===== src/rtl/scanner_pkg.sv =====
// Shared definitions for the mux channel scanner.
//   NUM_CH, CNT_W  : channel count and settle counter width
//   ST_*           : FSM state encodings used by mux_channel_scanner
package scanner_pkg;

    localparam int NUM_CH = 4;
    localparam int CNT_W  = 4;

    localparam logic [1:0] ST_IDLE   = 2'd0;
    localparam logic [1:0] ST_SETTLE = 2'd1;
    localparam logic [1:0] ST_SAMPLE = 2'd2;
    localparam logic [1:0] ST_DONE   = 2'd3;

    // Last channel index; the select counter only wraps after this one.
    localparam logic [1:0] LAST_CH = 2'(NUM_CH - 1);

endpackage


===== src/rtl/mux_channel_scanner_settle_timer.sv =====
// settle_timer: loadable down-counter that measures the settle time on each channel.
// Ports:
//   clk, reset  : clock and synchronous active-high reset (counter clears to 0)
//   load        : load load_value (takes priority over dec)
//   load_value  : value to load
//   dec         : decrement by one; saturates at zero
//   zero        : counter is zero
module settle_timer
    import scanner_pkg::*;
#(
    parameter int W = CNT_W
) (
    input  logic         clk,
    input  logic         reset,
    input  logic         load,
    input  logic [W-1:0] load_value,
    input  logic         dec,
    output logic         zero
);

    logic [W-1:0] cnt_reg;

    always_ff @(posedge clk) begin
        if (reset) begin
            cnt_reg <= '0;
        end else if (load) begin
            cnt_reg <= load_value;
        end else if (dec && (cnt_reg != '0)) begin
            cnt_reg <= cnt_reg - 1'b1;
        end
    end

    assign zero = (cnt_reg == '0);

endmodule


===== src/rtl/mux_channel_scanner.sv =====
// mux_channel_scanner: steps a 4:1 mux select through channels 0..3, waits a
// programmable settle time on each, and captures the mux output into a
// per-channel snapshot bank. A one-cycle done pulse marks a complete scan.
// Ports:
//   clk, reset : clock and synchronous active-high reset
//   start      : scan request, only honoured in IDLE
//   mux_y      : mux output being sampled
//   mux_sel    : registered select driven to the mux
//   busy       : high while settling/sampling
//   done       : one-cycle pulse after channel 3 is captured
//   snap       : snapshots, channel i at snap[i*DATA_W +: DATA_W]
//   changed    : per-channel change flags
// Build option: define SCAN_CHANGE_DETECT_EN to build the change-detect flags;
// otherwise changed is tied to zero.
module mux_channel_scanner
    import scanner_pkg::*;
#(
    parameter int DATA_W        = 4,
    parameter int SETTLE_CYCLES = 2
) (
    input  logic                     clk,
    input  logic                     reset,
    input  logic                     start,
    input  logic [DATA_W-1:0]        mux_y,
    output logic [1:0]               mux_sel,
    output logic                     busy,
    output logic                     done,
    output logic [NUM_CH*DATA_W-1:0] snap,
    output logic [NUM_CH-1:0]        changed
);

    localparam logic [CNT_W-1:0] SETTLE_LOAD = CNT_W'(SETTLE_CYCLES - 1);

    logic [1:0]        state_reg, state_next;
    logic [1:0]        sel_reg;
    logic              busy_reg, done_reg;
    logic [DATA_W-1:0] snap_reg [NUM_CH];
    logic [NUM_CH-1:0] wr_en;
    logic              tmr_load, tmr_dec, tmr_zero;
    logic              start_accept;

    assign start_accept = (state_reg == ST_IDLE) && start;

    settle_timer #(.W(CNT_W)) u_timer (
        .clk        (clk),
        .reset      (reset),
        .load       (tmr_load),
        .load_value (SETTLE_LOAD),
        .dec        (tmr_dec),
        .zero       (tmr_zero)
    );

    always_comb begin
        state_next = state_reg;
        tmr_load   = 1'b0;
        tmr_dec    = 1'b0;
        case (state_reg)
            ST_IDLE: begin
                if (start) begin
                    state_next = ST_SETTLE;
                    tmr_load   = 1'b1;
                end
            end
            ST_SETTLE: begin
                if (tmr_zero) begin
                    state_next = ST_SAMPLE;
                end else begin
                    tmr_dec = 1'b1;
                end
            end
            ST_SAMPLE: begin
                if (sel_reg == LAST_CH) begin
                    state_next = ST_DONE;
                end else begin
                    state_next = ST_SETTLE;
                    tmr_load   = 1'b1;
                end
            end
            default: begin
                state_next = ST_IDLE;
            end
        endcase
    end

    // busy/done are registered from the next state so they line up exactly
    // with the state they decode.
    always_ff @(posedge clk) begin
        if (reset) begin
            state_reg <= ST_IDLE;
            sel_reg   <= 2'd0;
            busy_reg  <= 1'b0;
            done_reg  <= 1'b0;
        end else begin
            state_reg <= state_next;
            busy_reg  <= (state_next == ST_SETTLE) || (state_next == ST_SAMPLE);
            done_reg  <= (state_next == ST_DONE);
            if (start_accept) begin
                sel_reg <= 2'd0;
            end else if ((state_reg == ST_SAMPLE) && (sel_reg != LAST_CH)) begin
                sel_reg <= sel_reg + 2'd1;
            end else if (state_reg == ST_DONE) begin
                sel_reg <= 2'd0;
            end
        end
    end

    // Per-channel capture strobe and output packing.
    generate
        for (genvar gi = 0; gi < NUM_CH; gi++) begin : g_ch
            assign wr_en[gi] = (state_reg == ST_SAMPLE) && (sel_reg == 2'(gi));
            assign snap[gi*DATA_W +: DATA_W] = snap_reg[gi];
        end
    endgenerate

    always_ff @(posedge clk) begin
        for (int i = 0; i < NUM_CH; i++) begin
            if (reset) begin
                snap_reg[i] <= '0;
            end else if (wr_en[i]) begin
                snap_reg[i] <= mux_y;
            end
        end
    end

`ifdef SCAN_CHANGE_DETECT_EN
    logic [NUM_CH-1:0] changed_reg;

    // Compare against the snapshot value before this capture overwrites it.
    always_ff @(posedge clk) begin
        for (int i = 0; i < NUM_CH; i++) begin
            if (reset || start_accept) begin
                changed_reg[i] <= 1'b0;
            end else if (wr_en[i]) begin
                changed_reg[i] <= (mux_y != snap_reg[i]);
            end
        end
    end

    assign changed = changed_reg;
`else
    assign changed = '0;
`endif

    assign mux_sel = sel_reg;
    assign busy    = busy_reg;
    assign done    = done_reg;

endmodule


===== config.mk =====
export PLATFORM = sky130hd
export DESIGN_NAME = mux_channel_scanner
export DESIGN_NICKNAME = d
export VERILOG_FILES = /design/src/rtl/scanner_pkg.sv /design/src/rtl/mux_channel_scanner_settle_timer.sv /design/src/rtl/mux_channel_scanner.sv
export SDC_FILE = /design/constraint.sdc
export NUM_CORES = 1
export LEC_CHECK = 0
export BUFFER_PORTS_ARGS = -buffer_cell sky130_fd_sc_hd__buf_2
export CAP_MARGIN = 20
export CELL_PAD_IN_SITES_DETAIL_PLACEMENT = 1
export CELL_PAD_IN_SITES_GLOBAL_PLACEMENT = 2
export CORE_ASPECT_RATIO = 0.5
export CORE_UTILIZATION = 30
export CTS_BUF_LIST = sky130_fd_sc_hd__clkbuf_8 sky130_fd_sc_hd__clkbuf_16
export CTS_CLUSTER_DIAMETER = 200
export DETAILED_ROUTE_END_ITERATION = 12
export PLACE_DENSITY = 0.83
export SLEW_MARGIN = 0
export SYNTH_ARGS = -nofsm -noshare
export SYNTH_HDL_FRONTEND = slang
export SYNTH_SLANG_ARGS = --single-unit
export TNS_END_PERCENT = 30

===== constraint.sdc =====
create_clock -name clk -period 1.7 [get_ports clk]
set_clock_uncertainty 0.05 [all_clocks]
set_input_delay 0.17 -clock clk [delete_from_list [all_inputs] [get_ports clk]]
set_output_delay 0.17 -clock clk [all_outputs]
set_load 0.01 [all_outputs]

==> summary.md, run 1 <==
| Metric | Value |
|---|---|
| Final HPWL from detailed placement | `1740 um` |
| Max-Cap Viols | `0` |
| Critical path fanouts, max | `5` |
| Placed cell count | `186` |
| YS warnings | `0` |
| Slew Viols, Final | `0` |
| Global route overflow | `0` |
| Total power | `1.41 mW` |
| Cell taking the most area after synthesis | `edfxtp_1` |
| Final instance area | `0.00153 mm2` |
| Vias/cell | `4.47` |
| Max Fclk | `611 MHz` |
| First-pass GRT wire length | `3660 um` |
| Clk pin slew, worst setup/hold paths | `0.09 ns` |
| Gpl congestion | `0.748` |
| Setup violations, final | `0` |
| R2r endpoint | `busy` |
| Synth top area cells | `edfxtp_1, dfxtp_1, ha_1` |
| P_leak | `0.702 nW` |
| Die ar. | `0.00440 mm2` |
| Fillcell total | `453` |
| Fin crit period | `1.64 ns` |
| Vias in the first global route | `742` |
| R2r setup slk | `0.06 ns` |
| Most common cell in the netlist | `edfxtp_1` |
| Crit path kind | `flip-flop to flip-flop` |
| Total CTS buffers | `3` |
| EDFF count, synth | `16` |
| Worst EP required | `1.81 ns` |
| Gate Count Post-Synth | `106` |
| R2R cell count | `7` |
| Area Growth Syn to Fin | `23.5%` |
| P per Cell Area | `921 mW/mm2` |
| Most used DFF post-synth | `edfxtp_1` |
| # port buffers | `26` |
| CP Launch Type | `flip-flop` |
| Placed cell areas | `0.00142 mm2` |
| Worst skew pair latency | `0.27 ns` |
| Worst Setup EP | `busy` |
| Synth cell count leaders | `edfxtp_1, and3_1, dfxtp_1` |
| Final Hold Viols | `0` |
| Clock Tree Root | `clkbuf_8` |
| Seq/Total Area, Yosys | `55.0%` |
| Layout cells sized above 1 | `41.6%` |
| DR vias | `854` |
| Starting density of the core | `31.5%` |
| Library cells used by synthesis | `38` |
| Top Ports | `31` |
| Chip Width | `92.8 um` |
| Largest net degree at the start of global routing | `17` |
| FF+latch count, synth | `26` |
| Worst setup startpoint | `u_timer.cnt_reg[1]` |
| Reg2reg start | `u_timer.cnt_reg[1]` |
| DR WL/cell | `13.0 um` |
| # nets final | `151` |
| Worst hold path class | `primary input to flip-flop` |
| Final Non-Filler Cells | `191` |
| Core Util, Final | `38.9%` |
| Number of remaining DRC errors | `0` |
| Mapped Avg Cell Area | `11.7 um2` |
| Final period util | `96.2%` |
| H-Tree Depth | `1` |
| Iteration-0 DRC Markers | `16` |
| Crit path DAT | `1.75 ns` |
| Max reg flops | `16` |
| Core area | `0.00392 mm2` |
| Initial antenna violation count | `0` |
| Diodes inserted | `0` |
| Total track usage | `11.2%` |
| Setup crit end kind | `flip-flop` |
| Ys async rst share | `0%` |
| CTS max path bufs | `2` |
| CTS Sinks | `26` |
| Outcome | `complete, no violations` |
| Yosys top cell area share | `38.8%` |
| Detailed Routing Iterations Pass 1 | `2` |
| Post-Synthesis Cell Area | `0.00124 mm2` |
| Row count | `16` |
| WL final | `2480 um` |
| Die height | `47.4 um` |
| Post-route ant nets | `0` |
| CTS tree | `done` |
| VDD IR max | `0.000362 V` |
## stage by stage
step	hold slack [ns]	TNS, ns	worst slack, ns
after global routing	0.204	-0.00732	-0.00732
final	0.183	0	0.0645
after CTS	0.183	0	0.00493
after floorplan	0.192	0	0.0195
after detailed placement	0.473	0	0.0133
after global placement	0.466	0	0.0552
## power by group
part / total [mW] / switching, mW / internal [mW] / leakage [nW]
clock network: 0.511 / 0.196 / 0.315 / 0.0357
logic: 0.183 / 0.102 / 0.0807 / 0.419
registers: 0.712 / 0.0160 / 0.696 / 0.248
## layer usage
metal	wire length (um)	up-vias	GRT usage (%)
li1	-	433	-
met1	1120	404	13.9
met2	1270	17	21.0
met3	84	0	3.33
met4	0	0	0.923
met5	0	-	0
## kinds of logic (layout without fill, tap and decap cells)
| logic type | after synthesis | in the layout | share of synthesized area, % |
|---|---|---|---|
| other | 1 | 4 | 0.303 |
| AOI/OAI and AO/OA | 18 | 18 | 10.3 |
| and+or+nand+nor | 42 | 42 | 22.1 |
| xor gates and xnor gates | 1 | 1 | 0.708 |
| adders and majority gates | 6 | 6 | 6.07 |
| DFF | 26 | 26 | 55.0 |
| buffers and inverters | 12 | 40 | 5.46 |
## repair_timing
| item | in CTS | in global routing |
|---|---|---|
| buffers inserted | 0 | 1 |
| endpoints found under the hold margin | 0 | 0 |
| gates cloned | 0 | 0 |
| pin swaps | 0 | 1 |
| hold buffers | 0 | 0 |
| resized for setup | 3 | 6 |
| endpoints found under the setup margin | 1 | 1 |
## layout make-up
type                            count  area [um2]  area share [%]
Clock buffer                        3        41.3            2.70
Clock inverter                      1        30.0            1.97
Inverter                            6        22.5            1.47
Multi-Input combinational cell     71         523            34.2
Sequential cell                    26         683            44.7
Tap cell                           54        67.6            4.42
Timing Repair Buffer               30         160            10.5
## worst max-delay path: stages, from the launching register on
cell and delay (ns):
dfxtp_2 0.34, inv_2 0.07, ha_4 0.15, or3b_4 0.39, nand2_2 0.08, nand2_1 0.05, ha_1 0.28, nor2b_1 0.12
## cell usage in the layout (no fill, tap or decap), drive strengths merged
| master | Yosys | final |
|---|---|---|
| a211oi | 1 | 1 |
| a21o | 3 | 3 |
| a21oi | 5 | 5 |
| a311oi | 1 | 1 |
| a31oi | 1 | 1 |
| a32oi | 1 | 1 |
| and2 | 1 | 1 |
| and2b | 2 | 2 |
| and3 | 16 | 16 |
| buf | 5 | 30 |
| bufinv | 0 | 1 |
| clkbuf | 1 | 3 |
| conb | 1 | 4 |
| dfxtp | 10 | 10 |
| edfxtp | 16 | 16 |
| ha | 6 | 6 |
| inv | 6 | 6 |
| nand2 | 5 | 5 |
| nand2b | 3 | 3 |
| nand3 | 2 | 2 |
| nand3b | 1 | 1 |
| nand4b | 1 | 1 |
| nor2 | 3 | 3 |
| nor2b | 3 | 3 |
| nor3 | 2 | 2 |
| nor3b | 1 | 1 |
| o21ai | 3 | 3 |
| o21bai | 2 | 2 |
| o41ai | 1 | 1 |
| or2 | 1 | 1 |
| or3b | 1 | 1 |
| xnor2 | 1 | 1 |
## worst min-delay path by stage
stage,startpoint,to,slack [ns],cells after the start
floorplan,reset,done,0.19,1
global placement,u_timer.cnt_reg[3],u_timer.cnt_reg[3],0.47,2
detailed placement,reset,mux_sel[0],0.47,2
CTS,reset,mux_sel[0],0.18,2
global route,mux_y[1],snap_reg[1][1],0.20,2
finish,reset,mux_sel[0],0.18,2
No activity file was read; power rests on OpenSTA's default activity.
==> run 2: changes to the inputs <==
- CORE_MARGIN: default -> 10
- CTS_CLUSTER_SIZE: default -> 20
==> run 2 against run 1 <==
Critical path depth is the same. Sequential power is essentially flat. Wire length grew 4.5%. Die area grew 65%. Power grew 0.47%. Clock power grew 2%. Highest routed layer is now met4. Final cell count grew 0.52%. Count of clock-buffer cells in the layout is the same.
==> summary.md, run 2 (same netlist as run 1, synthesis figures left out) <==
| Metric | Value |
|---|---|
| Outcome | `complete, no violations (unchanged)` |
| Worst skew pair latency | `0.28 ns (was 0.27 ns)` |
| Net Sw Frac | `22.7% (was 22.4%)` |
| Total track usage | `7.40% (was 11.2%)` |
| Flop pwr share | `50.5% (was 50.7%)` |
| Hold buffer count at cts | `0 (unchanged)` |
| Clk pin slew, worst setup/hold paths | `0.09 ns (about the same)` |
| Detailed Routing Iterations Pass 1 | `4 (was 2)` |
| Gpl congestion | `0.787 (was 0.748)` |
| Core Util, Final | `38.8% (was 38.9%)` |
| Die height | `65.4 um (was 47.4 um)` |
| Post-route ant nets | `0 (unchanged)` |
| Critical path fanouts, max | `3 (was 5)` |
| Final Hold Viols | `0 (unchanged)` |
| Most frequent cells in the layout | `buf_2, edfxtp_1, and3_1 (unchanged)` |
| Fillcell total | `453 (unchanged)` |
| Die ar. | `0.00725 mm2 (was 0.00440 mm2)` |
| Final period util | `93.9% (was 96.2%)` |
| Layout cells sized above 1 | `41.3% (was 41.6%)` |
| Hold Path Sink | `mux_sel[0] (unchanged)` |
| Worst path slowest cell | `or3b_4 (unchanged)` |
| First-pass GRT wire length | `4520 um (was 3660 um)` |
| Reg2reg start | `u_timer.cnt_reg[1] (unchanged)` |
| R2r endpoint | `busy (unchanged)` |
| Slew Viols, Final | `0 (unchanged)` |
| Iteration-0 DRC Markers | `24 (was 16)` |
| Worst EP required | `1.82 ns (was 1.81 ns)` |
| Crit path largest cell delay | `0.38 ns (was 0.39 ns)` |
| Top Ports | `31 (unchanged)` |
| Vias/cell | `4.50 (was 4.47)` |
| R2R cell count | `7 (unchanged)` |
| DR WL/cell | `13.5 um (was 13.0 um)` |
| WL final | `2590 um (was 2480 um)` |
| P per Cell Area | `923 mW/mm2 (was 921 mW/mm2)` |
| Starting density of the core | `31.4% (was 31.5%)` |
| Chip Width | `111 um (was 92.8 um)` |
| # nets final | `152 (was 151)` |
| Vias in the first global route | `957 (was 742)` |
| P_leak | `0.704 nW (was 0.702 nW)` |
| Diodes inserted | `0 (unchanged)` |
| CTS Sinks | `26 (unchanged)` |
| Max reg flops | `16 (unchanged)` |
| VDD IR max | `0.000342 V (was 0.000362 V)` |
| Max Fclk | `626 MHz (was 611 MHz)` |
| Core area | `0.00394 mm2 (was 0.00392 mm2)` |
| Setup WS pre-CTS | `0.0604 ns (was 0.0133 ns)` |
| # port buffers | `26 (unchanged)` |
| Total CTS buffers | `3 (unchanged)` |
| DR vias | `864 (was 854)` |
| Crit-path cells | `inv_2 > ha_4 > or3b_4 > nand2_2 > nand2_1 > ha_1 > nor2b_1 (unchanged)` |
| Sw Pwr | `0.320 mW (was 0.314 mW)` |
| Row count | `16 (unchanged)` |
| Area Growth Syn to Fin | `23.7% (was 23.5%)` |
| R2r setup slk | `0.10 ns (was 0.06 ns)` |
| Clock Tree Root | `clkbuf_8 (unchanged)` |
| Max-Cap Viols | `0 (unchanged)` |
| RSZ-0062 raised after global routing | `no` |
| Worst hold path class | `primary input to flip-flop (unchanged)` |
| Global route overflow | `0 (unchanged)` |
| Crit path DAT | `1.72 ns (was 1.75 ns)` |
| Initial antenna violation count | `0 (unchanged)` |
| Commonest non-fill, non-tap cell in the layout | `buf_2 (unchanged)` |
| Final setup TNS | `0 ns (unchanged)` |
| Power Internal | `1.09 mW (about the same)` |
| Worst min-delay path startpoint | `reset (unchanged)` |
| Hold Crit Depth | `2 (unchanged)` |
| Number of remaining DRC errors | `0 (unchanged)` |
| CTS tree | `done (unchanged)` |
| Slack of the critical path | `0.103 ns (was 0.0645 ns)` |
| Setup crit end kind | `flip-flop (unchanged)` |
| Fin crit period | `1.60 ns (was 1.64 ns)` |
| CP Launch Type | `flip-flop (unchanged)` |
| Combinational share of power | `12.8% (was 13.0%)` |
| CTS max path bufs | `2 (unchanged)` |
| Clock network power share | `36.7% (was 36.3%)` |
| Final HPWL from detailed placement | `1920 um (was 1740 um)` |
| H-Tree Depth | `1 (unchanged)` |
| Setup violations, final | `0 (unchanged)` |
| Crit path kind | `flip-flop to flip-flop (unchanged)` |
| Largest net degree at the start of global routing | `17 (unchanged)` |
run 2: changes by cell type in the layout (fill, tap and decap cells not counted), sizes merged:
cell  delta
buf      +1
run 2: power groups by stage:
stage,registers [mW],clock network (mW),logic [mW]
floorplan,0.738,0,0.0973
global placement,0.726,0,0.168
detailed placement,0.728,0,0.169
CTS,0.714,0.531,0.170
global route,0.719,0.562,0.205
finish,0.714,0.519,0.180
run 2: final cells by class:
| class | instances | area (um2) | share of cell area (%) |
|---|---|---|---|
| Sequential cell | 26 | 683 | 44.6 |
| Multi-Input combinational cell | 71 | 518 | 33.9 |
| Timing Repair Buffer | 31 | 168 | 11.0 |
| Tap cell | 54 | 67.6 | 4.42 |
| Clock buffer | 3 | 41.3 | 2.70 |
| Clock inverter | 1 | 30.0 | 1.96 |
| Inverter | 6 | 22.5 | 1.47 |
run 2: worst max path at each step:
| stage | start | to | slack [ns] |
|---|---|---|---|
| 2_1_floorplan | u_timer.cnt_reg[0] | busy | 0.02 |
| 3_3_place_gp | u_timer.cnt_reg[0] | busy | 0.10 |
| 3_5_place_dp | u_timer.cnt_reg[0] | busy | 0.06 |
| 4_1_cts | u_timer.cnt_reg[0] | busy | 0.04 |
| 5_1_grt | u_timer.cnt_reg[0] | busy | 0.008 |
| 6_report | u_timer.cnt_reg[1] | busy | 0.10 |
run 2: metrics by stage:
step	hold slack [ns]	std cells	power, mW	instance area, um2
2_1_floorplan	0.192	109	0.835	1250
3_3_place_gp	0.471	187	0.894	1430
3_5_place_dp	0.468	187	0.896	1430
4_1_cts	0.176	191	1.41	1500
5_1_grt	0.203	192	1.49	1530
6_report	0.176	192	1.41	1530
run 2: critical path, delay by kind of cell, from the launching register on:
family                   cells  cell delay (ns)
adder cells (fa/ha/maj)      2             0.41
AND/OR/NAND/NOR              4             0.62
buffers and inverters        1             0.06
flip-flops                   1             0.34
run 2: metal layers:
layer | up-vias | share of wire [%] | global-route usage [%]
li1 | 439 | - | -
met1 | 403 | 45 | 8.12
met2 | 18 | 48 | 12.9
met3 | 4 | 5.3 | 2.54
met4 | 0 | 1.9 | 3.39
met5 | - | 0 | 0
run 2: what timing repair did:
| item | 4_1_cts | 5_1_grt |
|---|---|---|
| buffers inserted | 0 | 1 |
| resized for setup | 0 | 8 |
| endpoints found under the setup margin | 0 | 1 |
==> run 3: changes to the inputs <==
- ABC_AREA: default -> 1
- CORE_UTILIZATION: 30 -> 27
- PLACE_DENSITY: 0.83 -> 0.82
- REMOVE_ABC_BUFFERS: default -> 1
==> run 3 against run 2 <==
Non-clock buffer count fell by 5. Sequential share of layout area increased by 2.7 points. Critical endpoint unchanged. Largest power group unchanged. Register-to-register slack improved by 0.06 ns. Worst hold slack worse by 0.12 ns. Core utilization fell by 3.4 points. Clock power is 2% higher. Via count increased by 5.3%. Count of clock-buffer cells in the layout unchanged. Sequential cell count did not move. Final cell count grew 9.9%.
==> summary.md, run 3 <==
| Metric | Value |
|---|---|
| Crit path DAT | `1.67 ns (was 1.72 ns)` |
| Final Hold Viols | `0 (unchanged)` |
| Mapped Avg Cell Area | `9.28 um2 (was 11.7 um2)` |
| Post-Synthesis Cell Area | `0.00119 mm2 (was 0.00124 mm2)` |
| Largest net degree at the start of global routing | `16 (was 17)` |
| VDD IR max | `0.000340 V (was 0.000342 V)` |
| Initial antenna violation count | `0 (unchanged)` |
| P_leak | `0.687 nW (was 0.704 nW)` |
| Max reg flops | `16 (unchanged)` |
| Cell taking the most area after synthesis | `edfxtp_1 (unchanged)` |
| Max Fclk | `652 MHz (was 626 MHz)` |
| Number of remaining DRC errors | `0 (unchanged)` |
| Cts repair resizes | `0 (unchanged)` |
| Worst EP required | `1.83 ns (was 1.82 ns)` |
| Crit path max-delay family | `adder cells (was simple AND/OR/NAND/NOR gates)` |
| Slew Viols, Final | `0 (unchanged)` |
| Final setup TNS | `0 ns (unchanged)` |
| EDFF count, synth | `16 (unchanged)` |
| Starting density of the core | `29.2% (was 31.4%)` |
| Max-Cap Viols | `0 (unchanged)` |
| # port buffers | `26 (unchanged)` |
| Post-CTS setup buffers | `0 (unchanged)` |
| Most common cell in the netlist | `nor2_1 (was edfxtp_1)` |
| Crit path kind | `flip-flop to flip-flop (unchanged)` |
| CTS Sinks | `26 (unchanged)` |
| FF+latch count, synth | `26 (unchanged)` |
| DR vias | `910 (was 864)` |
| Top Ports | `31 (unchanged)` |
| Ys async rst share | `0% (unchanged)` |
| Hold buffer count at cts | `0 (unchanged)` |
| Final hold slack | `0.0582 ns (was 0.176 ns)` |
| Gate Count Post-Synth | `128 (was 106)` |
| # nets final | `171 (was 152)` |
| RSZ-0062 raised after global routing | `no (unchanged)` |
| Die height | `66.9 um (was 65.4 um)` |
| CTS max path bufs | `2 (unchanged)` |
| Worst path slowest cell | `dfxtp_1 (was or3b_4)` |
| Fin crit period | `1.53 ns (was 1.60 ns)` |
| Setup crit end kind | `flip-flop (unchanged)` |
| Die ar. | `0.00761 mm2 (was 0.00725 mm2)` |
| H-Tree Depth | `1 (unchanged)` |
| Vias in the first global route | `964 (was 957)` |
| Iteration-0 DRC Markers | `22 (was 24)` |
| P per Cell Area | `986 mW/mm2 (was 923 mW/mm2)` |
| Area taken by multi-input logic gates | `412 um2 (was 518 um2)` |
| Seq/Total Area, Yosys | `57.3% (was 55.0%)` |
| Clock Tree Root | `clkbuf_8 (unchanged)` |
| Detailed Routing Iterations Pass 1 | `4 (unchanged)` |
| Final period util | `90.2% (was 93.9%)` |
| Crit path largest cell delay | `0.34 ns (was 0.38 ns)` |
| Diodes inserted | `0 (unchanged)` |
| Final HPWL from detailed placement | `2180 um (was 1920 um)` |
| Fillcell total | `489 (was 453)` |
| Critical path fanouts, max | `5 (was 3)` |
| YS warnings | `0 (unchanged)` |
| CP Buf/Inv Count | `2 (was 1)` |
| Clk pin slew, worst setup/hold paths | `0.10 ns (was 0.09 ns)` |
| Row count | `16 (unchanged)` |
| Crit-path cells | `inv_1 > ha_1 > nand2_1 > nand2_2 > nand3_1 > ha_1 > inv_1 > nor2_1 (was inv_2 > ha_4 > or3b_4 > nand2_2 > nand2_1 > ha_1 > nor2b_1)` |
| FF/Latch Area | `681 um2 (was 683 um2)` |
| Layout cells sized above 1 | `24.2% (was 41.3%)` |
| Synth cell count leaders | `nor2_1, nand2_1, inv_1 (was edfxtp_1, and3_1, dfxtp_1)` |
| Gpl congestion | `0.768 (was 0.787)` |
| Chip Width | `114 um (was 111 um)` |
| Synth top area cells | `edfxtp_1, dfxtp_1, nor2_1 (was edfxtp_1, dfxtp_1, ha_1)` |
| Most used DFF post-synth | `edfxtp_1 (unchanged)` |
| First-pass GRT wire length | `4450 um (was 4520 um)` |
| DR WL/cell | `12.9 um (was 13.5 um)` |
| Worst hold path class | `primary input to flip-flop (unchanged)` |
| Global route overflow | `0 (unchanged)` |
| Most frequent cells in the layout | `buf_2, nor2_1, nand2_1 (was buf_2, edfxtp_1, and3_1)` |
| Library cells used by synthesis | `20 (was 38)` |
| WL final | `2720 um (was 2590 um)` |
| Total CTS buffers | `3 (unchanged)` |
| Commonest non-fill, non-tap cell in the layout | `buf_2 (unchanged)` |
| CTS tree | `done (unchanged)` |
| Outcome | `complete, no violations (unchanged)` |
| Worst skew pair latency | `0.28 ns (about the same)` |
| Setup violations, final | `0 (unchanged)` |
| CP Launch Type | `flip-flop (unchanged)` |
| Area Growth Syn to Fin | `21.1% (was 23.7%)` |
| Yosys top cell area share | `40.5% (was 38.8%)` |
| Total track usage | `7.10% (was 7.40%)` |
| Post-route ant nets | `0 (unchanged)` |
| Vias/cell | `4.31 (was 4.50)` |
| Core area | `0.00406 mm2 (was 0.00394 mm2)` |
==> run 3: worst paths after layout <==
check,endpoint,slack [ns],cells after the start,start
setup / recovery,busy,0.17,8,u_timer.cnt_reg[0]
hold / removal,busy,0.06,2,reset
setup reg to reg,busy,0.17,8,u_timer.cnt_reg[0]
hold reg to reg,u_timer.cnt_reg[3],0.48,2,u_timer.cnt_reg[3]
==> run 3: where the power goes <==
part | total [mW] | switching (mW) | internal, mW
Clock | 0.527 | 0.212 | 0.315
Sequential | 0.714 | 0.0149 | 0.699
Combinational | 0.176 | 0.118 | 0.0588
==> run 3: metrics by stage <==
stage	area, um2	utilization [%]	worst slack, ns	cells	power [mW]
after floorplan	1170	-	0.335	127	0.846
after global placement	1370	33.6	0.256	207	0.901
after detailed placement	1370	33.6	0.182	207	0.909
after CTS	1440	35.4	0.170	211	1.43
after global routing	1440	35.4	0.0223	211	1.48
final	1440	35.4	0.167	211	1.42
==> run 3: logic make-up (layout without fill, tap and decap cells) <==
kind of cell             after synthesis  count (layout)  synth area share, %
buffers and inverters                 24              50                 8.96
flip-flops                            26              26                 57.3
other                                  1               4                0.316
AND/OR/NAND/NOR                       64              64                 23.5
AO/OA/AOI/OAI                          7               7                 3.58
adder cells (fa/ha/maj)                6               6                 6.32
==> run 3: cell type report <==
class / instances / share of cell area (%)
Sequential cell: 26 / 47.3
Multi-Input combinational cell: 81 / 28.6
Clock inverter: 1 / 2.09
Inverter: 20 / 5.31
Clock buffer: 3 / 2.87
Tap cell: 54 / 4.70
Timing Repair Buffer: 26 / 9.05
==> run 3: per-layer routing <==
metal / part of all wire (%) / GRT usage, % / up-vias
li1: - / - / 458
met1: 44 / 7.19 / 432
met2: 51 / 13.5 / 18
met3: 3.6 / 2.41 / 2
met4: 0.52 / 2.64 / 0
met5: 0 / 0 / -
